## src/rtl/fp_div_round_pack.sv

```systemverilog
// Binary32 divider back end: special cases, normalize, round-to-nearest-even,
// range checks and packing, behind a 2-stage valid/ready pipeline.
module fp_div_round_pack (
    input  logic        clk,
    input  logic        rstn,
    input  logic        in_valid,
    output logic        in_ready,
    input  logic [31:0] in_a,
    input  logic [31:0] in_b,
    input  logic [25:0] in_quot,
    input  logic        in_rem_nz,
    output logic        out_valid,
    input  logic        out_ready,
    output logic [31:0] out_result,
    output logic [4:0]  out_flags
);

    typedef enum logic [2:0] {
        SP_NONE,
        SP_NAN,
        SP_INVALID,
        SP_INF,
        SP_DIVZERO,
        SP_ZERO
    } spec_t;

    logic [7:0]  a_exp;
    logic [7:0]  b_exp;
    logic        a_nan;
    logic        b_nan;
    logic        a_inf;
    logic        b_inf;
    logic        a_zero;
    logic        b_zero;
    spec_t       spec;
    logic signed [9:0] e_raw;
    logic signed [9:0] e_norm;
    logic [23:0] m_norm;
    logic        g_norm;
    logic        s_norm;

    logic        s1_valid;
    logic        s1_sign;
    logic signed [9:0] s1_e;
    logic [23:0] s1_m;
    logic        s1_g;
    logic        s1_s;
    spec_t       s1_spec;

    logic        s2_en;
    logic        round_up;
    logic        carry;
    logic [22:0] frac;
    logic signed [9:0] e_rnd;
    logic        inexact;
    logic [31:0] res;
    logic [4:0]  flags;

    assign a_exp  = in_a[30:23];
    assign b_exp  = in_b[30:23];
    assign a_nan  = (&a_exp) && (|in_a[22:0]);
    assign b_nan  = (&b_exp) && (|in_b[22:0]);
    assign a_inf  = (&a_exp) && !(|in_a[22:0]);
    assign b_inf  = (&b_exp) && !(|in_b[22:0]);
    // Subnormal operands are flushed: only the exponent decides zero.
    assign a_zero = (a_exp == 8'd0);
    assign b_zero = (b_exp == 8'd0);

    always_comb begin
        spec = SP_NONE;
        if (a_nan || b_nan)
            spec = SP_NAN;
        else if ((a_zero && b_zero) || (a_inf && b_inf))
            spec = SP_INVALID;
        else if (a_inf)
            spec = SP_INF;
        else if (b_zero)
            spec = SP_DIVZERO;
        else if (a_zero || b_inf)
            spec = SP_ZERO;
    end

    assign e_raw = $signed({2'b00, a_exp}) - $signed({2'b00, b_exp})
                 + 10'sd127;

    always_comb begin
        m_norm = in_quot[25:2];
        g_norm = in_quot[1];
        s_norm = in_quot[0] | in_rem_nz;
        e_norm = e_raw;
        if (!in_quot[25]) begin
            m_norm = in_quot[24:1];
            g_norm = in_quot[0];
            s_norm = in_rem_nz;
            e_norm = e_raw - 10'sd1;
        end
    end

    assign in_ready = !s1_valid || !out_valid || out_ready;
    assign s2_en    = !out_valid || out_ready;

    assign round_up = s1_g && (s1_s || s1_m[0]);
    // Fraction wraps to zero on carry-out, which is exactly 0x800000.
    assign carry    = round_up && (&s1_m);
    assign frac     = s1_m[22:0] + {22'd0, round_up};
    assign e_rnd    = carry ? s1_e + 10'sd1 : s1_e;
    assign inexact  = s1_g | s1_s;

    always_comb begin
        res   = 32'd0;
        flags = 5'd0;
        unique case (s1_spec)
            SP_NAN: res = 32'h7FC00000;
            SP_INVALID: begin
                res   = 32'h7FC00000;
                flags = 5'b10000;
            end
            SP_INF: res = {s1_sign, 8'hFF, 23'd0};
            SP_DIVZERO: begin
                res   = {s1_sign, 8'hFF, 23'd0};
                flags = 5'b01000;
            end
            SP_ZERO: res = {s1_sign, 31'd0};
            default: begin
                if (e_rnd >= 10'sd255) begin
                    res   = {s1_sign, 8'hFF, 23'd0};
                    flags = 5'b00101;
                end else if (e_rnd <= 10'sd0) begin
                    res   = {s1_sign, 31'd0};
                    flags = 5'b00011;
                end else begin
                    res   = {s1_sign, e_rnd[7:0], frac};
                    flags = {4'd0, inexact};
                end
            end
        endcase
    end

    always_ff @(posedge clk or negedge rstn) begin
        if (!rstn) begin
            s1_valid   <= 1'b0;
            s1_sign    <= 1'b0;
            s1_e       <= 10'sd0;
            s1_m       <= 24'd0;
            s1_g       <= 1'b0;
            s1_s       <= 1'b0;
            s1_spec    <= SP_NONE;
            out_valid  <= 1'b0;
            out_result <= 32'd0;
            out_flags  <= 5'd0;
        end else begin
            if (in_ready) begin
                s1_valid <= in_valid;
                if (in_valid) begin
                    s1_sign <= in_a[31] ^ in_b[31];
                    s1_e    <= e_norm;
                    s1_m    <= m_norm;
                    s1_g    <= g_norm;
                    s1_s    <= s_norm;
                    s1_spec <= spec;
                end
            end
            if (s2_en) begin
                out_valid <= s1_valid;
                if (s1_valid) begin
                    out_result <= res;
                    out_flags  <= flags;
                end
            end
        end
    end

endmodule

```

## config.mk

```make
export PLATFORM = sky130hd
export DESIGN_NAME = fp_div_round_pack
export DESIGN_NICKNAME = d
export VERILOG_FILES = /design/src/rtl/fp_div_round_pack.sv
export SDC_FILE = /design/constraint.sdc
export NUM_CORES = 1
export LEC_CHECK = 0
export ABC_AREA = 1
export CAP_MARGIN = 20
export CORE_MARGIN = 2
export CORE_UTILIZATION = 35
export CTS_CLUSTER_DIAMETER = 60
export CTS_CLUSTER_SIZE = 40
export DETAILED_ROUTE_END_ITERATION = 10
export DONT_BUFFER_PORTS = 1
export GPL_TIMING_DRIVEN = 0
export PLACE_DENSITY = 0.57
export SYNTH_ARGS = -nofsm -noshare
export SYNTH_HDL_FRONTEND = slang
export SYNTH_SLANG_ARGS = --single-unit
```

## constraint.sdc

```tcl
create_clock -name clk -period 3 [get_ports clk]
set_input_delay 0.45 -clock clk [delete_from_list [all_inputs] [get_ports clk]]
set_output_delay 0.45 -clock clk [all_outputs]
set_load 0.01 [all_outputs]
```

==> impl_results.rst <==
.. list-table::
   :header-rows: 1

   * - Metric
     - Value
   * - Most used routing layer
     - met2
   * - CTS clk-pin slew, worst paths
     - 0.06 ns
   * - Vias
     - 5005
   * - Maximum count of clock buffers along a single path
     - 2
   * - Initial Util
     - 35.8%
   * - Yosys warning count
     - 0
   * - Final instance area
     - 6040 um^2
   * - Post-detailed-route via-to-cell ratio
     - 5.05
   * - Hpwl dp
     - around 12 mm
   * - Synth top area cells
     - dfrtp_1 36%, nand2_1 17%, nor2_1 6.3%
   * - Number of violations of the max-capacitance limit
     - 0
   * - Antenna viol nets, final
     - 0
   * - Kind of critical path
     - reg -> reg
   * - Worst voltage drop across the vdd grid
     - 0.297 mV
   * - Number of clock sinks seen by CTS
     - 79
   * - Width of the die
     - between 100 and 150 um
   * - Flop and latch count out of synthesis
     - 79
   * - Final-report hold violation count
     - 0
   * - Pin slew with the least headroom to its limit
     - 0.492 ns
   * - Share of post-route cells with drive strength above 1
     - 7.60%
   * - Critical Path RT
     - 3.23 ns
   * - Max Fanout on Critical Path
     - 5
   * - Endpoint class of the critical path
     - register
   * - Syn Std Cell Area
     - 5440 um^2
   * - Tcrit/Tclk final
     - about nine tenths
   * - Unrepaired setup endpoints after global routing
     - false
   * - Count of buffers from port buffering
     - 0
   * - Met1 layer usage reported by global route
     - approximately 25%
   * - Commonest non-fill, non-tap cells in the layout
     - 249 x nand2_1, 91 x nor2_1, 79 x dfrtp_1, 70 x inv_1, 36 x nand3_1
   * - GRT Total Usage
     - 18.8%
   * - Row Count
     - 45
   * - Number of flops mapped to enable cells by yosys
     - 0
   * - Layout Nets
     - 907
   * - H-tree lvl count
     - 3
   * - Core area
     - roughly 15000 um^2
   * - Met2 track demand over resource
     - 29.6%
   * - Setup clock skew after layout
     - 0.00421 ns
   * - Count of instances resized after the clock tree is built
     - 0
   * - Met3 capacity usage during global routing
     - 5.36%
   * - Final routed wirelength across all metal layers
     - approximately 15 mm
   * - Standard cell area after detailed placement
     - about 5700 um^2
   * - Clock insertion delay at the later pin of the skew report
     - 0.34 ns
   * - Proportion of synthesized flip-flops having asynchronous set or reset
     - 100%
   * - PD cells
     - 619 nW/um^2
   * - Min cycle time layout
     - 2.68 ns
   * - Area share of the leading cell type in the synthesized netlist
     - 36.4%
   * - Pin count of the biggest net entering global routing
     - 80
   * - Detailed-route DRC error count
     - 0
   * - Post-Synthesis Net Count
     - 893
   * - Worst hold slack
     - roughly 0.017 ns
   * - Final weighted congestion of routability-driven global placement
     - 0.897
   * - Number of buffers inserted during clock tree synthesis
     - 9
   * - Number of DRC markers after the initial detailed-route iteration
     - 300
   * - Commonest non-fill, non-tap cell in the layout
     - nand2_1
   * - Number of instances in the synthesized netlist
     - 784
   * - Via count of the first global-routing pass
     - just under 5000
   * - # IOs
     - 134
   * - Max Clock Freq
     - 373 MHz
   * - Unique cell type count in the Yosys netlist
     - 44
   * - Pins over their slew limit
     - 0
   * - Number of antenna violations at the first check in global routing
     - 0
   * - Top cell type by total area after synthesis
     - dfrtp_1
   * - Final sum of negative setup slack
     - 0 ns
   * - Die height
     - 129 um
   * - Top_reg_cell synth
     - dfrtp_1
   * - Path class of the lowest-slack min-delay path
     - in -> async
   * - Slew HR
     - roughly 67%
   * - Area growth, synth to finish
     - 11.1%
   * - Total overflow reported by the global router
     - 0
   * - Clk root buf
     - clkbuf_16
   * - Synthesized area per cell
     - 6.93 um^2
   * - Global-route wire length before repair
     - 24.5 mm
   * - Fraction of the yosys area taken by sequential cells
     - ~36%
   * - Setup Viol. Count Final
     - 0
   * - Result of the run
     - complete, no violations
   * - Wire per inst
     - 15.1 um
   * - Data arrival time of the critical path
     - 2.91 ns
   * - Leakage power figure
     - 2.88 nW
   * - First-pass detailed-route iteration total
     - 5
   * - Area of the die
     - 16500 um^2
   * - Antenna fix cells
     - 0
   * - TritonCTS clock tree
     - yes
   * - Startpoint type of the worst setup path
     - register
-- path summary, 6_finish.rpt --
| path | endpoint | cells after the start | startpoint | slack, ns |
|---|---|---|---|---|
| min in group clk | s1_valid | 2 | in_valid | 0.23 |
| max in group asynchronous | s1_m[3] | 1 | rstn | 2.68 |
| min reg2reg | out_valid | 2 | s1_valid | 0.48 |
| min | s1_e[6] | 1 | rstn | 0.02 |
| max | out_result[22] | 13 | s1_m[0] | 0.32 |
| max reg2reg | out_result[22] | 13 | s1_m[0] | 0.32 |
-- cells by family after synthesis --
group	count (synthesis)	share of synthesized area [%]
DFF	79	36.4
and+or+nand+nor	462	38.1
buffers and inverters	101	7.11
AOI/OAI and AO/OA	108	11.9
adders and majority gates	14	3.36
xor gates and xnor gates	20	3.22
-- routing by layer --
layer  share of wire, %  wire (um)  up-vias
li1                   -          -     2602
met4                1.8        269        0
met5                  0          0        -
met2                 43       6480      174
met1                 47       7080     2214
met3                7.7       1160       15
-- synthesized netlist by cell type, types with 2 or more instances --
cell type / instances
xor2_1: 12
nor2_2: 4
o211ai_1: 4
nor2_1: 91
inv_1: 70
dfrtp_1: 79
nand2_4: 4
nand4_1: 28
and2_0: 2
o21ai_2: 11
nor2_4: 3
xnor2_1: 8
nand3_4: 2
ha_1: 13
o21ai_1: 10
inv_2: 7
nand2_2: 5
or2_2: 2
nand3b_1: 8
clkbuf_1: 19
clkinv_1: 2
nand3_1: 36
nand2_1: 249
nor3_1: 8
o21ai_0: 27
a21oi_1: 23
nor4_1: 15
a22oi_1: 2
a31oi_1: 25
-- final cells by class --
class | count | area, um^2
clock inverter | 3 | 65.1
multi-input combinational | 604 | 3070
clock buffer | 13 | 260
tap | 188 | 235
sequential | 79 | 1980
inverter | 80 | 303
fill | 1643 | 9160
timing repair buffer | 3 | 42.5
buffer | 21 | 83.8
-- metrics by stage --
step           std cells  util (%)  worst slack [ns]  power (W)
2_1_floorplan        784         -             0.486    0.00229
3_3_place_gp         972      37.3             0.193    0.00254
3_5_place_dp         972      37.3             0.170    0.00255
4_1_cts              989      39.6             0.229    0.00377
5_1_grt              991      39.7            0.0328    0.00402
6_report             991      39.7             0.320    0.00374
-- worst max-delay path, stage by stage (launching register included) --
cell,delay [ns]
dfrtp_1,0.47
o21ai_1,0.17
inv_2,0.11
ha_1,0.22
ha_1,0.20
nand3_1,0.14
inv_1,0.11
nand4_1,0.17
or3_1,0.44
nor2_1,0.16
xnor2_1,0.18
nor2_1,0.07
nand2_1,0.08
a21oi_1,0.06
-- power breakdown --
| group | switching [W] | internal [W] | total (W) |
|---|---|---|---|
| clock network | 0.000405 | 0.000773 | 0.00118 |
| registers | 0.000277 | 0.00128 | 0.00156 |
| logic | 0.000645 | 0.000359 | 0.00100 |
-- registers in the layout, summed over array words and instances, names as in the netlist --
register and flops:
out_valid 1, s1_s 1, s1_m 24, s1_valid 1, s1_g 1, out_flags 5
s1_e 10, out_result 32, s1_spec 3, s1_sign 1
-- timing repair --
action / in CTS / in global routing
hold buffers: 1 / 0
setup endpoints to repair: 0 / 3
endpoints found under the hold margin: 79 / 0
buffers inserted: 0 / 2
Note: power is estimated with default switching activity, not from simulation.
